### src/rtl/half_fp_pkg.sv
// Constants, flag positions and FSM encoding shared by the half-precision multiplier and divider.
package half_fp_pkg;

    localparam int          BIAS    = 15;
    localparam int          EXP_MAX = 31;
    localparam logic [15:0] QNAN    = 16'h7E00;

    localparam int FLG_INVALID = 4;
    localparam int FLG_DIVZERO = 3;
    localparam int FLG_UF      = 2;
    localparam int FLG_OF      = 1;
    localparam int FLG_INEXACT = 0;

    typedef enum logic [1:0] {
        ST_IDLE = 2'd0,
        ST_MUL  = 2'd1,
        ST_RND  = 2'd2,
        ST_DONE = 2'd3
    } state_t;

endpackage

### src/rtl/half_mul_seq_if.sv
// Operand/result handshake bundle for half_mul_seq; master drives operands and takes results.
interface half_mul_seq_if #(
    parameter int MB = 11
);
    logic          IN_VALID;
    logic          IN_READY;
    logic          SIGN_A;
    logic          SIGN_B;
    logic [4:0]    IN_EXP_A_HALF;
    logic [4:0]    IN_EXP_B_HALF;
    logic [MB-1:0] IN_MANT_A_HALF;
    logic [MB-1:0] IN_MANT_B_HALF;
    logic          OUT_VALID;
    logic          OUT_READY;
    logic [15:0]   Q;
    logic [4:0]    FLAGS;

    modport master (
        output IN_VALID, SIGN_A, SIGN_B, IN_EXP_A_HALF, IN_EXP_B_HALF,
               IN_MANT_A_HALF, IN_MANT_B_HALF, OUT_READY,
        input  IN_READY, OUT_VALID, Q, FLAGS
    );

    modport slave (
        input  IN_VALID, SIGN_A, SIGN_B, IN_EXP_A_HALF, IN_EXP_B_HALF,
               IN_MANT_A_HALF, IN_MANT_B_HALF, OUT_READY,
        output IN_READY, OUT_VALID, Q, FLAGS
    );
endinterface

### src/rtl/half_round_pack.sv
// Combinational normalize, round-to-nearest-even and binary16 pack of a 2*MB-bit product.
// Zero latency; no handshake.
module half_round_pack
    import half_fp_pkg::*;
#(
    parameter int MB = 11
) (
    input  logic [2*MB-1:0]  prod,
    input  logic signed [6:0] exp_in,
    input  logic             sign,
    output logic [15:0]      q,
    output logic [4:0]       flags
);
    localparam int PW = 2 * MB;

    logic              norm;
    logic [PW-2:0]     shifted;
    logic [MB-1:0]     mant;
    logic              guard;
    logic              sticky;
    logic              round_up;
    logic [MB:0]       mant_r;
    logic [MB-2:0]     frac;
    logic signed [7:0] exp_n;
    logic signed [7:0] exp_f;

    always_comb begin
        norm     = prod[PW-1];
        shifted  = norm ? prod[PW-1:1] : prod[PW-2:0];
        mant     = shifted[PW-2:MB-1];
        guard    = shifted[MB-2];
        // the bit dropped by the normalizing shift still counts toward sticky
        sticky   = (|shifted[MB-3:0]) | (norm & prod[0]);
        round_up = guard & (sticky | mant[0]);
        mant_r   = {1'b0, mant} + {{MB{1'b0}}, round_up};
        frac     = mant_r[MB] ? mant_r[MB-1:1] : mant_r[MB-2:0];
        exp_n    = {exp_in[6], exp_in} + {7'd0, norm};
        exp_f    = exp_n + {7'd0, mant_r[MB]};

        q     = 16'h0000;
        flags = 5'h00;
        if (prod == '0) begin
            q = {sign, 15'h0000};
        end else if (exp_f >= $signed(8'(EXP_MAX))) begin
            q                  = {sign, 5'h1F, 10'h000};
            flags[FLG_OF]      = 1'b1;
            flags[FLG_INEXACT] = 1'b1;
        end else if (exp_f <= 8'sd0) begin
            q                  = {sign, 15'h0000};
            flags[FLG_UF]      = 1'b1;
            flags[FLG_INEXACT] = 1'b1;
        end else begin
            q                  = {sign, exp_f[4:0], frac};
            flags[FLG_INEXACT] = guard | sticky;
        end
    end

endmodule

### src/rtl/half_mul_seq.sv
// Sequential binary16 multiplier, one multiplier bit per cycle; HALF_MUL_SPECIAL_EN short-circuits Inf/NaN/zero.
// Latency: result valid in the 13th cycle after accept (11 MUL + 1 RND), or the 1st cycle on the special path.
// Backpressure: single operation in flight; IN_READY only in IDLE, result held until OUT_READY.
module half_mul_seq #(
    parameter int BIAS = half_fp_pkg::BIAS,
    parameter int MB   = 11
) (
    input logic           CLK,
    input logic           RST_N,
    half_mul_seq_if.slave bus
);
    import half_fp_pkg::*;

    state_t            state;
    logic              sign_q;
    logic signed [6:0] exp_q;
    logic [MB-1:0]     mcand;
    logic [MB-1:0]     mplier;
    logic [2*MB-1:0]   acc;
    logic [3:0]        cnt;
    logic [15:0]       q_q;
    logic [4:0]        flags_q;

    logic [15:0]       rp_q;
    logic [4:0]        rp_flags;
    logic [4:0]        ea_eff;
    logic [4:0]        eb_eff;
    logic signed [6:0] exp_sum;
    logic              accept;

    // subnormal operands sit at effective exponent 1
    assign ea_eff  = (bus.IN_EXP_A_HALF == 5'd0) ? 5'd1 : bus.IN_EXP_A_HALF;
    assign eb_eff  = (bus.IN_EXP_B_HALF == 5'd0) ? 5'd1 : bus.IN_EXP_B_HALF;
    assign exp_sum = {2'b00, ea_eff} + {2'b00, eb_eff} - 7'(BIAS);

    assign bus.IN_READY  = RST_N && (state == ST_IDLE);
    assign bus.OUT_VALID = (state == ST_DONE);
    assign bus.Q         = q_q;
    assign bus.FLAGS     = flags_q;
    assign accept        = bus.IN_VALID && bus.IN_READY;

`ifdef HALF_MUL_SPECIAL_EN
    logic        a_e31, b_e31, a_nan, b_nan, a_zero, b_zero;
    logic        special;
    logic [15:0] spec_q;
    logic [4:0]  spec_flags;

    always_comb begin
        a_e31   = (bus.IN_EXP_A_HALF == 5'h1F);
        b_e31   = (bus.IN_EXP_B_HALF == 5'h1F);
        a_nan   = a_e31 && (bus.IN_MANT_A_HALF[MB-2:0] != '0);
        b_nan   = b_e31 && (bus.IN_MANT_B_HALF[MB-2:0] != '0);
        a_zero  = !a_e31 && (bus.IN_MANT_A_HALF == '0);
        b_zero  = !b_e31 && (bus.IN_MANT_B_HALF == '0);
        special = a_e31 || b_e31 || a_zero || b_zero;

        spec_q     = 16'h0000;
        spec_flags = 5'h00;
        if (a_nan || b_nan || (a_e31 && b_zero) || (b_e31 && a_zero)) begin
            spec_q                  = QNAN;
            spec_flags[FLG_INVALID] = 1'b1;
        end else if (a_e31 || b_e31) begin
            spec_q = {bus.SIGN_A ^ bus.SIGN_B, 5'h1F, 10'h000};
        end else begin
            spec_q = {bus.SIGN_A ^ bus.SIGN_B, 15'h0000};
        end
    end
`endif

    half_round_pack #(.MB(MB)) u_round_pack (
        .prod   (acc),
        .exp_in (exp_q),
        .sign   (sign_q),
        .q      (rp_q),
        .flags  (rp_flags)
    );

    always_ff @(posedge CLK or negedge RST_N) begin
        if (!RST_N) begin
            state   <= ST_IDLE;
            sign_q  <= 1'b0;
            exp_q   <= '0;
            mcand   <= '0;
            mplier  <= '0;
            acc     <= '0;
            cnt     <= '0;
            q_q     <= '0;
            flags_q <= '0;
        end else begin
            case (state)
                ST_IDLE: begin
                    if (accept) begin
                        sign_q <= bus.SIGN_A ^ bus.SIGN_B;
                        exp_q  <= exp_sum;
                        mcand  <= bus.IN_MANT_A_HALF;
                        mplier <= bus.IN_MANT_B_HALF;
                        acc    <= '0;
                        cnt    <= '0;
`ifdef HALF_MUL_SPECIAL_EN
                        if (special) begin
                            q_q     <= spec_q;
                            flags_q <= spec_flags;
                            state   <= ST_DONE;
                        end else begin
                            state   <= ST_MUL;
                        end
`else
                        state  <= ST_MUL;
`endif
                    end
                end
                ST_MUL: begin
                    if (mplier[cnt]) begin
                        acc <= acc + ({{MB{1'b0}}, mcand} << cnt);
                    end
                    cnt <= cnt + 4'd1;
                    if (cnt == 4'(MB - 1)) begin
                        state <= ST_RND;
                    end
                end
                ST_RND: begin
                    q_q     <= rp_q;
                    flags_q <= rp_flags;
                    state   <= ST_DONE;
                end
                ST_DONE: begin
                    if (bus.OUT_READY) begin
                        state <= ST_IDLE;
                    end
                end
                default: state <= ST_IDLE;
            endcase
        end
    end

endmodule
### src/flat_wrapper.sv
// flat-port wrapper written by rule: the top's interface ports become plain ports
module half_mul_seq_flat import half_fp_pkg::*;
#(
    parameter int BIAS = half_fp_pkg::BIAS,
    parameter int MB   = 11
)
  (CLK, RST_N, bus_IN_VALID, bus_SIGN_A, bus_SIGN_B, bus_IN_EXP_A_HALF, bus_IN_EXP_B_HALF, bus_IN_MANT_A_HALF, bus_IN_MANT_B_HALF, bus_OUT_READY, bus_IN_READY, bus_OUT_VALID, bus_Q, bus_FLAGS);
  half_mul_seq_if #(.MB(MB)) bus_i ();
  input logic CLK;
  input logic RST_N;
  input wire logic [$bits(bus_i.IN_VALID)-1:0] bus_IN_VALID;
  input wire logic [$bits(bus_i.SIGN_A)-1:0] bus_SIGN_A;
  input wire logic [$bits(bus_i.SIGN_B)-1:0] bus_SIGN_B;
  input wire logic [$bits(bus_i.IN_EXP_A_HALF)-1:0] bus_IN_EXP_A_HALF;
  input wire logic [$bits(bus_i.IN_EXP_B_HALF)-1:0] bus_IN_EXP_B_HALF;
  input wire logic [$bits(bus_i.IN_MANT_A_HALF)-1:0] bus_IN_MANT_A_HALF;
  input wire logic [$bits(bus_i.IN_MANT_B_HALF)-1:0] bus_IN_MANT_B_HALF;
  input wire logic [$bits(bus_i.OUT_READY)-1:0] bus_OUT_READY;
  output wire logic [$bits(bus_i.IN_READY)-1:0] bus_IN_READY;
  output wire logic [$bits(bus_i.OUT_VALID)-1:0] bus_OUT_VALID;
  output wire logic [$bits(bus_i.Q)-1:0] bus_Q;
  output wire logic [$bits(bus_i.FLAGS)-1:0] bus_FLAGS;
  assign bus_i.IN_VALID = bus_IN_VALID;
  assign bus_i.SIGN_A = bus_SIGN_A;
  assign bus_i.SIGN_B = bus_SIGN_B;
  assign bus_i.IN_EXP_A_HALF = bus_IN_EXP_A_HALF;
  assign bus_i.IN_EXP_B_HALF = bus_IN_EXP_B_HALF;
  assign bus_i.IN_MANT_A_HALF = bus_IN_MANT_A_HALF;
  assign bus_i.IN_MANT_B_HALF = bus_IN_MANT_B_HALF;
  assign bus_i.OUT_READY = bus_OUT_READY;
  assign bus_IN_READY = bus_i.IN_READY;
  assign bus_OUT_VALID = bus_i.OUT_VALID;
  assign bus_Q = bus_i.Q;
  assign bus_FLAGS = bus_i.FLAGS;
  half_mul_seq #(.BIAS(BIAS), .MB(MB)) u_core (.CLK(CLK), .RST_N(RST_N), .bus(bus_i));
endmodule
### config.mk
export PLATFORM = sky130hd
export DESIGN_NAME = half_mul_seq_flat
export DESIGN_NICKNAME = d
export VERILOG_FILES = /design/src/rtl/half_fp_pkg.sv /design/src/rtl/half_mul_seq_if.sv /design/src/rtl/half_round_pack.sv /design/src/rtl/half_mul_seq.sv /design/src/flat_wrapper.sv
export SDC_FILE = /design/constraint.sdc
export NUM_CORES = 1
export LEC_CHECK = 0
export BUFFER_PORTS_ARGS = -buffer_cell sky130_fd_sc_hd__buf_2
export CORE_MARGIN = 8
export CORE_UTILIZATION = 45
export DETAILED_ROUTE_END_ITERATION = 10
export MAX_ROUTING_LAYER = met4
export PLACE_DENSITY_LB_ADDON = 0.15
export SLEW_MARGIN = 30
export SYNTH_ARGS = -nofsm -noshare
export SYNTH_HDL_FRONTEND = slang
export SYNTH_SLANG_ARGS = --single-unit
### constraint.sdc
create_clock -name CLK -period 10.45 [get_ports CLK]
set_clock_uncertainty 0.05 [all_clocks]
set_input_delay 1.5675 -clock CLK [delete_from_list [all_inputs] [get_ports CLK]]
set_output_delay 1.5675 -clock CLK [all_outputs]
set_load 0.03 [all_outputs]
==> results by group <==
Yosys
  – Post-synth top flop: dfrtp_1
  – #FFs+latches synth: 77
  – Top cell type's share of synthesized area: 33.08%
  – Synthesized instance count: 662
  – Cell Area, Synth: between 0.005 and 0.006 sq mm
  – Syn avg cell area: 8.800 sq um
  – Largest area contributor in the netlist: dfrtp_1
  – Register area share after synthesis: 33.08%
  – Synth area leaders: dfrtp_1 33%, ha_1 7.5%, mux2_2 6.8%
  – Post-synth EDFFs: 0
  – Ys Warns: 0
  – Ys async rst share: 100.0%
  – Distinct cell type count after synthesis: 70

Detailed routing
  – ANT nets after route: 0
  – Drc violations: 0
  – DR vias/cell: 5.608
  – Vias after detailed routing: ~4900
  – Routed length per placed instance: 16.09 um
  – First-pass DRT Iterations: 5
  – Final WL: 13.95 mm
  – DR iter-0 viols: 309

Clock tree
  – TritonCTS clock tree: yes
  – Cts bufs inserted: 9
  – Longest Clk Path Bufs: 2
  – CTS Hold Bufs: 0
  – Clk slew on worst S/H paths: ~0.07 ns
  – TritonCTS Sinks: slightly below 80
  – Post-CTS Resized: 0
  – Worst-Skew Late Latency: 0.35 ns
  – Root buf cell: clkbuf_16
  – Setup Fix Bufs, Post-CTS: 0
  – H-tree depth: 3

Setup path
  – CP Launch Type: register
  – Slowest stage cell, crit path: dfrtp_1
  – Top Family by Delay on Critical Path: compound AO/OA/AOI/OAI gates
  – Arr. time, crit path: 4.53 ns
  – Crit end category: register
  – Number of buffers and inverters on the critical path: 1
  – CP startpoint: u_core.acc[21]
  – Critical path's largest stage delay: 0.86 ns
  – Critical path type: register to register
  – Critical path's most frequent cell: nand2_1
  – CP Max Fanout: 25
  – Reg2Reg Depth: 13
  – Crit path cell chain: nand2_1 -> a2111oi_4 -> o211a_4 -> o211ai_1 -> fa_1 -> inv_1 -> ha_1 -> xnor2_1 -> nand2_1 -> o21ai_0 -> o21ai_1 -> a2111oi_0 -> o22ai_1
  – R2r endpoint: u_core.bus.FLAGS[0]
  – Reg2reg start: u_core.acc[21]
  – Reg-to-reg setup timing slack: 6.08 ns
  – Critical Path RT: ~11 ns

GRT
  – First-pass GRT wire length: 22.94 mm
  – Total GRT Usage: 17.63%
  – Largest net degree at the start of global routing: 57
  – Initial antenna violation count: 0
  – Vias in the first global route: 4760
  – Grt total ovfl: 0

Timing
  – Setup-failing EPs final: 0
  – Max-slew violation count: 0
  – RSZ-0062 raised after global routing: no
  – Sum Neg Setup Slack: 0 ns
  – Final period util: 41.85%
  – Slew headroom: 38.57%
  – Max Clk Rate: 228.6 MHz
  – Final worst setup slack: 6.076 ns
  – Worst-margin pin slew: 0.9214 ns
  – Final min period: roughly 4.4 ns
  – Hold Vio Cnt, Final: 0
  – Hold Slack: between 0.4 and 0.5 ns

Worst hold path
  – Hold_sp: u_core.sign_q
  – Hold path depth: 2
  – WHS Endpoint: u_core.sign_q
  – Worst hold path type: register to register

Cells and area
  – Final nets: 766
  – Layout Utilization: 51.13%
  – Reg area: 0.001927 sq mm
  – Area delta synth->final: 10.76%
  – Number of fill cells: approximately 1200
  – Inserted Diodes: 0
  – Area occupied by multi-input gates: approximately 0.0036 sq mm
  – Share of layout cells above drive strength 1: a little under a fifth

Placed design
  – Setup WS pre-CTS: 6.129 ns
  – Port bufs: 58
  – Final HPWL DP: roughly 11 mm
  – Gpl congestion: 0.9284

Pwr
  – PD cells: 304.7 mW/mm^2
  – Max VDD drop: 0.1330 mV
  – Pleak: 2.917 nW

Floorplanning
  – # rows: 41
  – Boundary pin count: 61
  – Die outline area: 0.01684 sq mm
  – Die Y-Extent: approximately 130 um
  – Core area: ~0.013 sq mm
  – Initial Utilization: 46.16%
  – Die W: 129.8 um

Outcome
  – Status: finished, final reports clean

Run
  – Max capacitance violation total: 0
[sequential cells by signal, summed over array words and instances, names as in the netlist]
signal            count
u_core.acc           22
u_core.bus.Q         16
u_core.mcand         11
u_core.mplier        11
u_core.exp_q          7
u_core.cnt            4
u_core.bus.FLAGS      3
u_core.state          2
u_core.sign_q         1
[cells in the mapped netlist, types with 4 or more instances]
cell type  instances
a21o_1            11
a21oi_1           47
a221oi_1           4
a22o_1             5
and2_1             6
and3_1             6
buf_1              5
buf_2              4
buf_4              4
clkbuf_1          28
dfrtp_1           77
ha_1              35
inv_1             37
mux2_2            35
mux2i_1           17
nand2_1           67
nand2b_1           8
nand3_1           13
nand3b_1           5
nand4_1            8
nor2_1            30
nor2b_1           12
nor3_1            12
o211ai_1           5
o21ai_0           59
o22ai_1           15
xnor2_1           22
xor2_1            19
[stage by stage]
stage          power, W  instance area, sq um  std cells
2_1_floorplan  0.001401                  5829        663
3_3_place_gp   0.001638                  6161        851
3_5_place_dp   0.001667                  6168        851
4_1_cts        0.001977                  6452        867
5_1_grt        0.002129                  6452        867
6_report       0.001966                  6452        867
[power breakdown]
part	leakage (nW)	switching, W	internal, W
Combinational	1.80	0.000643	0.000455
Sequential	0.987	0.000147	0.000418
Clock	0.132	0.000134	0.000168
Total	2.92	0.000924	0.00104
[layout by cell type (no fill, tap or decap), types with 22 or more instances in the layout]
master   netlist  final
a21oi_1       47     47
buf_2          4     57
dfrtp_1       77     77
ha_1          35     35
inv_1         37     37
mux2_2        35     35
nand2_1       67     67
nor2_1        30     30
o21ai_0       59     58
xnor2_1       22     22
[area by class of cell]
type / instances / area share (%)
multi-input combinational: 501 / 55.25
clock buffer: 10 / 3.704
sequential: 77 / 29.86
tap: 172 / 3.335
clock inverter: 6 / 0.6981
inverter: 41 / 2.385
timing repair buffer: 60 / 4.770
[worst max path at each step]
stage / endpoint / slack [ns] / cells after the start
floorplan: u_core.bus.Q[7] / 6.96 / 15
global placement: u_core.bus.Q[7] / 6.37 / 14
detailed placement: u_core.bus.FLAGS[0] / 6.13 / 13
finish: u_core.bus.FLAGS[0] / 6.08 / 13
CTS: u_core.bus.FLAGS[0] / 6.13 / 13
global route: u_core.bus.FLAGS[0] / 5.66 / 13
[worst register-to-register path: stages, from the launching register on]
cell and delay (ns):
dfrtp_1 0.86, nand2_1 0.27, a2111oi_4 0.46, o211a_4 0.26, o211ai_1 0.20, fa_1 0.47
inv_1 0.07, ha_1 0.26, xnor2_1 0.14, nand2_1 0.07, o21ai_0 0.20, o21ai_1 0.26
a2111oi_0 0.53, o22ai_1 0.12
[cells by family after synthesis]
logic type,count (synthesis),share of synthesized area (%)
xor gates and xnor gates,41,6.164
other,1,0.06437
buffers and inverters,85,5.992
adders and majority gates,38,8.548
muxes,54,10.59
AOI/OAI and AO/OA,180,19.37
DFF,77,33.08
and+or+nand+nor,186,16.19
[metal layers]
layer	vias up	GRT usage [%]	part of all wire [%]
met5	-	-	0
met4	0	8.265	2.5
met3	28	2.815	3.4
met2	95	27.78	47
met1	2321	21.86	47
li1	2418	-	-
Note: power is estimated with default switching activity, not from simulation.
